<file path="src/rtl/mux_pipe_arb_pkg.sv">
// mux_pipe_arb_pkg: shared mode constants and buffer state encodings for mux_pipe_arb.
package mux_pipe_arb_pkg;
  localparam int MODE_SELECT = 0;
  localparam int MODE_RR = 1;
  localparam logic [1:0] ST_EMPTY = 2'd0;
  localparam logic [1:0] ST_ONE = 2'd1;
  localparam logic [1:0] ST_FULL = 2'd2;
endpackage

</file>
<file path="src/rtl/mux_pipe_arb_skid.sv">
// skid_buffer2: two-entry skid buffer with registered upstream ready.
// Ports: clk, rst_n (async active-low); in_payload/in_valid/in_ready upstream;
// out_payload/out_valid/out_ready downstream. in_ready is low only in FULL.
module skid_buffer2 #(
  parameter int PW = 8
) (
  input  logic          clk,
  input  logic          rst_n,
  input  logic [PW-1:0] in_payload,
  input  logic          in_valid,
  output logic          in_ready,
  output logic [PW-1:0] out_payload,
  output logic          out_valid,
  input  logic          out_ready
);
  import mux_pipe_arb_pkg::*;
  logic [1:0] state_q, state_d;
  logic [PW-1:0] main_q, main_d, skid_q, skid_d;
  logic accept;
  assign in_ready = state_q != ST_FULL;
  assign accept = in_valid & in_ready;
  assign out_valid = state_q != ST_EMPTY;
  assign out_payload = main_q;
  always_comb begin
    state_d = state_q;
    main_d = main_q;
    skid_d = skid_q;
    case (state_q)
      ST_EMPTY: if (accept) begin
        state_d = ST_ONE;
        main_d = in_payload;
      end
      ST_ONE: if (accept && out_ready) main_d = in_payload;
        else if (accept) begin
          state_d = ST_FULL;
          skid_d = in_payload;
        end else if (out_ready) state_d = ST_EMPTY;
      ST_FULL: if (out_ready) begin
        state_d = ST_ONE;
        main_d = skid_q;
      end
      default: state_d = ST_EMPTY;
    endcase
  end
  always_ff @(posedge clk or negedge rst_n)
    if (!rst_n) begin
      state_q <= ST_EMPTY;
      main_q <= '0;
      skid_q <= '0;
    end else begin
      state_q <= state_d;
      main_q <= main_d;
      skid_q <= skid_d;
    end
endmodule

</file>
<file path="src/rtl/mux_pipe_arb.sv">
// mux_pipe_arb: N-channel registered selector with valid/ready, explicit select or round-robin.
// Ports: clk, rst_n (async active-low); in_data/in_valid/in_ready per channel;
// sel (MODE 0 only); out_data/out_chan/out_valid/out_ready downstream.
module mux_pipe_arb import mux_pipe_arb_pkg::*; #(
  parameter int WIDTH = 5,
  parameter int CHANNELS = 2,
  parameter int MODE = MODE_SELECT,
  localparam int SELW = $clog2(CHANNELS)
) (
  input  logic                      clk,
  input  logic                      rst_n,
  input  logic [CHANNELS*WIDTH-1:0] in_data,
  input  logic [CHANNELS-1:0]       in_valid,
  output logic [CHANNELS-1:0]       in_ready,
  input  logic [SELW-1:0]           sel,
  output logic [WIDTH-1:0]          out_data,
  output logic [SELW-1:0]           out_chan,
  output logic                      out_valid,
  input  logic                      out_ready
);
  logic [SELW-1:0] ptr_q, ptr_d, c, c_rr;
  logic found, c_ok, c_valid, buf_ready, accept;
  logic [WIDTH-1:0] c_data;
  // Scan ptr+1, ptr+2, ... so the last-served channel gets lowest priority.
  always_comb begin
    c_rr = '0;
    found = 1'b0;
    for (int k = 1; k <= CHANNELS; k++)
      for (int i = 0; i < CHANNELS; i++)
        if (!found && in_valid[i] && i == (int'(ptr_q) + k) % CHANNELS) begin
          found = 1'b1;
          c_rr = SELW'(i);
        end
  end
  assign c = MODE == MODE_RR ? c_rr : sel;
  assign c_ok = MODE == MODE_RR ? found : int'(sel) < CHANNELS;
  always_comb begin
    c_data = '0;
    c_valid = 1'b0;
    for (int i = 0; i < CHANNELS; i++)
      if (c == SELW'(i)) begin
        c_data = in_data[i*WIDTH +: WIDTH];
        c_valid = in_valid[i];
      end
  end
  // buf_ready is registered inside the buffer, so in_ready never sees out_ready.
  assign in_ready = (c_ok && buf_ready) ? CHANNELS'(1) << c : '0;
  assign accept = c_ok & c_valid & buf_ready;
  assign ptr_d = (MODE == MODE_RR && accept) ? c : ptr_q;
  always_ff @(posedge clk or negedge rst_n)
    if (!rst_n) ptr_q <= SELW'(CHANNELS - 1);
    else ptr_q <= ptr_d;
  skid_buffer2 #(.PW(SELW + WIDTH)) u_buf (
    .clk(clk),
    .rst_n(rst_n),
    .in_payload({c, c_data}),
    .in_valid(c_ok & c_valid),
    .in_ready(buf_ready),
    .out_payload({out_chan, out_data}),
    .out_valid(out_valid),
    .out_ready(out_ready)
  );
endmodule

</file>
<file path="config.mk">
export PLATFORM = sky130hd
export DESIGN_NAME = mux_pipe_arb
export DESIGN_NICKNAME = d
export VERILOG_FILES = /design/src/rtl/mux_pipe_arb_pkg.sv /design/src/rtl/mux_pipe_arb_skid.sv /design/src/rtl/mux_pipe_arb.sv
export SDC_FILE = /design/constraint.sdc
export NUM_CORES = 1
export LEC_CHECK = 0
export ABC_AREA = 1
export ABC_CLOCK_PERIOD_IN_PS = 1500
export CORE_AREA = 4 4 48 50
export DETAILED_ROUTE_END_ITERATION = 10
export DIE_AREA = 0 0 52 54
export GPL_TIMING_DRIVEN = 0
export PLACE_DENSITY = 0.77
export SETUP_SLACK_MARGIN = 0.05
export SYNTH_ARGS = -nofsm -noshare
export SYNTH_HDL_FRONTEND = slang
export SYNTH_SLANG_ARGS = --single-unit
export TNS_END_PERCENT = 100
</file>
<file path="constraint.sdc">
create_clock -name clk -period 1.5 [get_ports clk]
set_clock_uncertainty 0.2 [all_clocks]
set_input_delay 0.3 -clock clk [delete_from_list [all_inputs] [get_ports clk]]
set_output_delay 0.3 -clock clk [all_outputs]
set_load 0.05 [all_outputs]
</file>
After elaboration in Yosys (flattened, before gate mapping):

Index checks and enable logic that the tools add are counted.
Widths: inputs -> output; s select.

* output and inout port bits: 9
* bits in registers: 14
* bits of input ports: 16
* word-level logic and storage cells: 34

* muxes and demuxes: 13
* bitwise logic cells: 2
* shift-type cells: 1
* equality and inequality tests: 8
* reductions and logical operators: 7

Operators with widths (number)
* $mux 6: 3
* $pmux 6 s3: 1
* $mux 2: 6
* $reduce_and 4->1: 2
* $ne 2x2->1 const B: 3
* $pmux 2 s3: 1
* $mux 5: 1
* $ne 2x1->1 const B: 2
* $ne 3x2->1 const B: 1
* $reduce_and 3->1: 1
* $reduce_bool 3->1: 1
* $eq 2x1->1 const B: 1
* $eq 2x2->1 const B: 1
* $logic_not 2->1: 1
* $reduce_bool 2->1: 1
* $shl 1x1->2 const A: 1
* $and 1x1->1: 1
* $logic_and 1x1->1: 1
* $mux 1: 1
* $not 1->1: 1

Logic depth before layout (Yosys ltp):

* depth in word-level cells: 5
* mapped depth: 9
* depth with buffers taken out: 7

Cells and area by module:

From an unflattened synthesis, not the netlist that was laid out.

* cells, all modules: 109
* area, all modules: 800.8 um^2

Modules (own cells, without submodules)
* skid_buffer2: instances 1, cells an instance 85, sequential area each 350.3 um^2, area each 703.2 um^2
* mux_pipe_arb: instances 1, cells an instance 24, sequential area each 0.0 um^2, area each 97.6 um^2

Worst setup path after synthesis:

OpenSTA, ideal clock, no wires.

* kind: register to output
* start: reg u_buf.state_q[1]
* end: out in_ready[0]
* arrival time: 1226 ps
* stages on the path, launching flop included: 2
* path buffers: 0
* path slack: -226 ps
* data required time: 1000 ps
* path through: dfrtp_1 a21oi_1

* cells in the longest elaborated chain, start to end: 2

Ends and longest elaborated chain
* start: declaration: line mux_pipe_arb_skid.sv:17 `logic [1:0] state_q, state_d;`
* start signal: assignment: line mux_pipe_arb_skid.sv:51 `state_q <= state_d;`
* $ne 2x2->1: line mux_pipe_arb_skid.sv:20 `assign in_ready = state_q != ST_FULL;`
* $mux 2: line mux_pipe_arb.sv:47 `assign in_ready = (c_ok && buf_ready) ? CHANNELS'(1) << c : '0;`
* end: declaration: line mux_pipe_arb.sv:14 `output logic [CHANNELS-1:0] in_ready,`

Every way passes these cells.

Worst setup path in the final report:

* start: reg u_buf.state_q[0]
* end: out in_ready[0]

Same word-level chain as after synthesis.

==> summary.md <==
Run status
* finished, violations left — run status
* setup timing — violations in the final reports

Synthesis
* 7.98 um^2 — mean instance size in the synthesized netlist
* 104 — Post-Synthesis Cells
* sky130_fd_sc_hd__dfrtp_1 — cell type with the highest aggregate area in the netlist
* 42.2% — sequential-to-total area share from yosys stat
* sky130_fd_sc_hd__dfrtp_1 42%, sky130_fd_sc_hd__nand2_1 17%, sky130_fd_sc_hd__nand2_2 6.0% — leading cell types by total area after synthesis
* 120 — Post-Synthesis Net Count
* 0 — number of warnings reported in the yosys synthesis log
* 19 — number of distinct library cell variants in the gate-level netlist after synthesis
* 42.2% — Synth top area share
* 830 um^2 — Post-Synthesis Cell Area
* 14 — number of flip-flops and latches in the synthesized netlist

Clocking
* 3 — total CTS buffers
* 0.28 ns — clock insertion delay at the later pin of the skew report
* 2 — Max clock buf depth
* built — TritonCTS clock tree
* sky130_fd_sc_hd__clkbuf_4 — clock root cell
* 1 — CTS H-Tree Depth
* 0.10 ns — clock-pin slew on the worst setup and hold paths
* 14 — clock net sink count
* 0 — hold buffer count at CTS

STA
* 56.7% — Slew HR
* true — RSZ-0062 raised after global routing
* 0 — Hold Fails Final Rpt
* 0 — Max Slew Vio Count
* 9 — total of endpoints with negative setup slack in the final report
* 109% — final period utilization
* -0.129 ns — Setup WS post-layout
* 1.63 ns — Period minus WS final
* 614 MHz — highest clock frequency the design can meet
* 0.647 ns — transition time at the pin with the least slew margin
* 0.112 ns — Final Hold Slack

Worst setup path
* -0.08 ns — reg-to-reg setup timing slack
* 4 — maximum fanout count along the critical path
* primary output — Critical Path End Type
* 6 — R2R depth
* u_buf.skid_q[1]$_DFFE_PN0P_ — end of the worst register-to-register path
* 1.13 ns — CP Data Arrival Time
* 1.00 ns — Req. time, crit path
* u_buf.state_q[1]$_DFFE_PN0P_ — reg2reg start
* reg2out — Crit Path Category
* register — crit path launch type

Placement
* 0.778 — final weighted congestion in routability-driven placement
* 154 — cell total after placement
* 1.48 mm — HPWL after detailed placement
* 23 — IO buf count
* -0.586 ns — worst slack at placement

Die
* 25 — boundary pin count
* 52 um — width of the die
* 1900 um^2 — area of the core
* 2810 um^2 — area of the die
* 43.6% — starting density of the core
* 16 — site row count
* 54 um — Die Height

Global route
* 0 — leftover overflow at the end of global routing
* 829 — number of global-route vias before repair
* 0 — number of antenna violations at the first check in global routing
* 15 — largest net degree at the start of global routing
* 17.1% — global routing usage summed across all routing layers
* 3.54 mm — wire length of the first global-routing pass

Detailed routing
* 0 — antenna-violating nets left
* 2.21 mm — routed wire length
* 0 — remaining design rule violation count
* 12.9 um — Wirelength per Cell
* 4 — 1st-iter DRT viols
* 3 — Detailed Routing Iterations Pass 1
* 822 — number of vias in the routed layout
* 4.81 — detailed-route vias per instance

Hold path
* sel — Hold Crit Start
* u_buf.skid_q[5]$_DFFE_PN0P_ — Hold Path Sink
* 3 — depth of the worst hold-timing path
* in2reg — class of the tightest hold or removal check

Run
* 0 — number of max-cap violations

Finish
* 352 um^2 — storage element area
* 67.4% — final standard cell utilization of the core
* 0 — number of diodes
* 35 x sky130_fd_sc_hd__nand2_1, 13 x sky130_fd_sc_hd__clkdlybuf4s50_1, 13 x sky130_fd_sc_hd__dfrtp_1 — top library cells by usage in the layout, fill and taps aside
* 434 um^2 — area of the multi-input gates
* 54.4% — synthesis-to-layout area growth
* 161 — Final #Nets
* 171 — number of cells in the finished layout apart from fillers
* 169 — number of inserted filler cells in the final layout
* sky130_fd_sc_hd__nand2_1 — most frequent standard cell in the layout excluding fill and tap cells
* 38.9% — layout cell share with drive strength beyond 1

Power
* 0.639 nW — cell leakage power
* 0.00236 W — post-layout total power
* 1.30 mV — maximum ir drop on the vdd rail
* 1840 nW/um^2 — power density cells

## worst max-delay path, cell delays in order (launching register included)
cell and delay (ns):
sky130_fd_sc_hd__dfrtp_1 0.36, sky130_fd_sc_hd__inv_2 0.07, sky130_fd_sc_hd__buf_4 0.13, sky130_fd_sc_hd__a21oi_2 0.12
sky130_fd_sc_hd__buf_6 0.17
## area by class of cell
class                           instances  area share, %
Timing Repair Buffer                   36           25.9
Clock buffer                            4           2.83
Inverter                               12           4.00
Sequential cell                        14           27.4
Multi-Input combinational cell         75           33.9
Tap cell                               27           2.64
Buffer                                  3           3.32
## how the worst max path moves through the flow
stage | start | endpoint | slack [ns] | depth (start not counted)
floorplan | u_buf.state_q[1]$_DFFE_PN0P_ | in_ready[0] | 0.07 | 1
global placement | u_buf.state_q[1]$_DFFE_PN0P_ | in_ready[1] | -0.59 | 4
detailed placement | u_buf.state_q[1]$_DFFE_PN0P_ | in_ready[1] | -0.59 | 4
CTS | u_buf.state_q[0]$_DFFE_PN0P_ | in_ready[1] | -0.13 | 5
global route | u_buf.state_q[0]$_DFFE_PN0P_ | in_ready[0] | -0.21 | 4
finish | u_buf.state_q[0]$_DFFE_PN0P_ | in_ready[0] | -0.13 | 4
## kinds of logic after synthesis
| logic type | share of synthesized area (%) |
|---|---|
| DFF | 42.2 |
| and+or+nand+nor | 36.7 |
| buffers and inverters | 10.1 |
| AOI/OAI and AO/OA | 11.0 |
## state kept, by name (all words and copies together), names as in the netlist
register / count
u_buf.state_q: 2
u_buf.out_payload: 6
u_buf.skid_q: 6
## cells in the mapped netlist
| cell | count |
|---|---|
| sky130_fd_sc_hd__o21ai_2 | 4 |
| sky130_fd_sc_hd__dfrtp_1 | 14 |
| sky130_fd_sc_hd__buf_6 | 1 |
| sky130_fd_sc_hd__a21oi_1 | 2 |
| sky130_fd_sc_hd__nand4_1 | 2 |
| sky130_fd_sc_hd__nand2_1 | 37 |
| sky130_fd_sc_hd__nand2_4 | 3 |
| sky130_fd_sc_hd__nor2_4 | 1 |
| sky130_fd_sc_hd__nand3_1 | 7 |
| sky130_fd_sc_hd__inv_1 | 8 |
| sky130_fd_sc_hd__nor3_2 | 1 |
| sky130_fd_sc_hd__o21ai_1 | 8 |
| sky130_fd_sc_hd__inv_4 | 1 |
| sky130_fd_sc_hd__inv_2 | 3 |
| sky130_fd_sc_hd__nand2_2 | 8 |
| sky130_fd_sc_hd__buf_12 | 1 |
| sky130_fd_sc_hd__o22ai_1 | 1 |
| sky130_fd_sc_hd__buf_2 | 1 |
| sky130_fd_sc_hd__nand4_2 | 1 |
## layer usage
| layer | up-vias | GRT usage (%) | part of all wire, % |
|---|---|---|---|
| li1 | 413 | - | - |
| met1 | 392 | 20.3 | 41 |
| met2 | 15 | 31.0 | 54 |
| met3 | 2 | 2.77 | 4.2 |
| met4 | 0 | 6.55 | 0.41 |
| met5 | - | 0 | 0 |
## what timing repair did
item                                   in CTS  in global routing
endpoints found under the hold margin       0                  0
pin swaps                                   2                  6
setup endpoints to repair                  21                 17
cloned                                      0                  1
buffers inserted                           10                  3
resized for setup                          58                  7
## report_power, final
group | leakage, nW | total, W | switching [W] | internal, W
clock network | 0.0210 | 0.000278 | 0.000131 | 0.000147
logic | 0.446 | 0.00145 | 0.000882 | 0.000564
registers | 0.172 | 0.000633 | 0.0000797 | 0.000553
total | 0.639 | 0.00236 | 0.00109 | 0.00126
## stage by stage
| stage | cell area [um^2] | TNS, ns |
|---|---|---|
| 3_3_place_gp | 1100 | -5.39 |
| 2_1_floorplan | 840 | 0 |
| 6_report | 1280 | -0.757 |
| 5_1_grt | 1280 | -1.97 |
| 3_5_place_dp | 1100 | -5.78 |
| 4_1_cts | 1220 | -0.459 |
(Power assumes the default switching activity.)
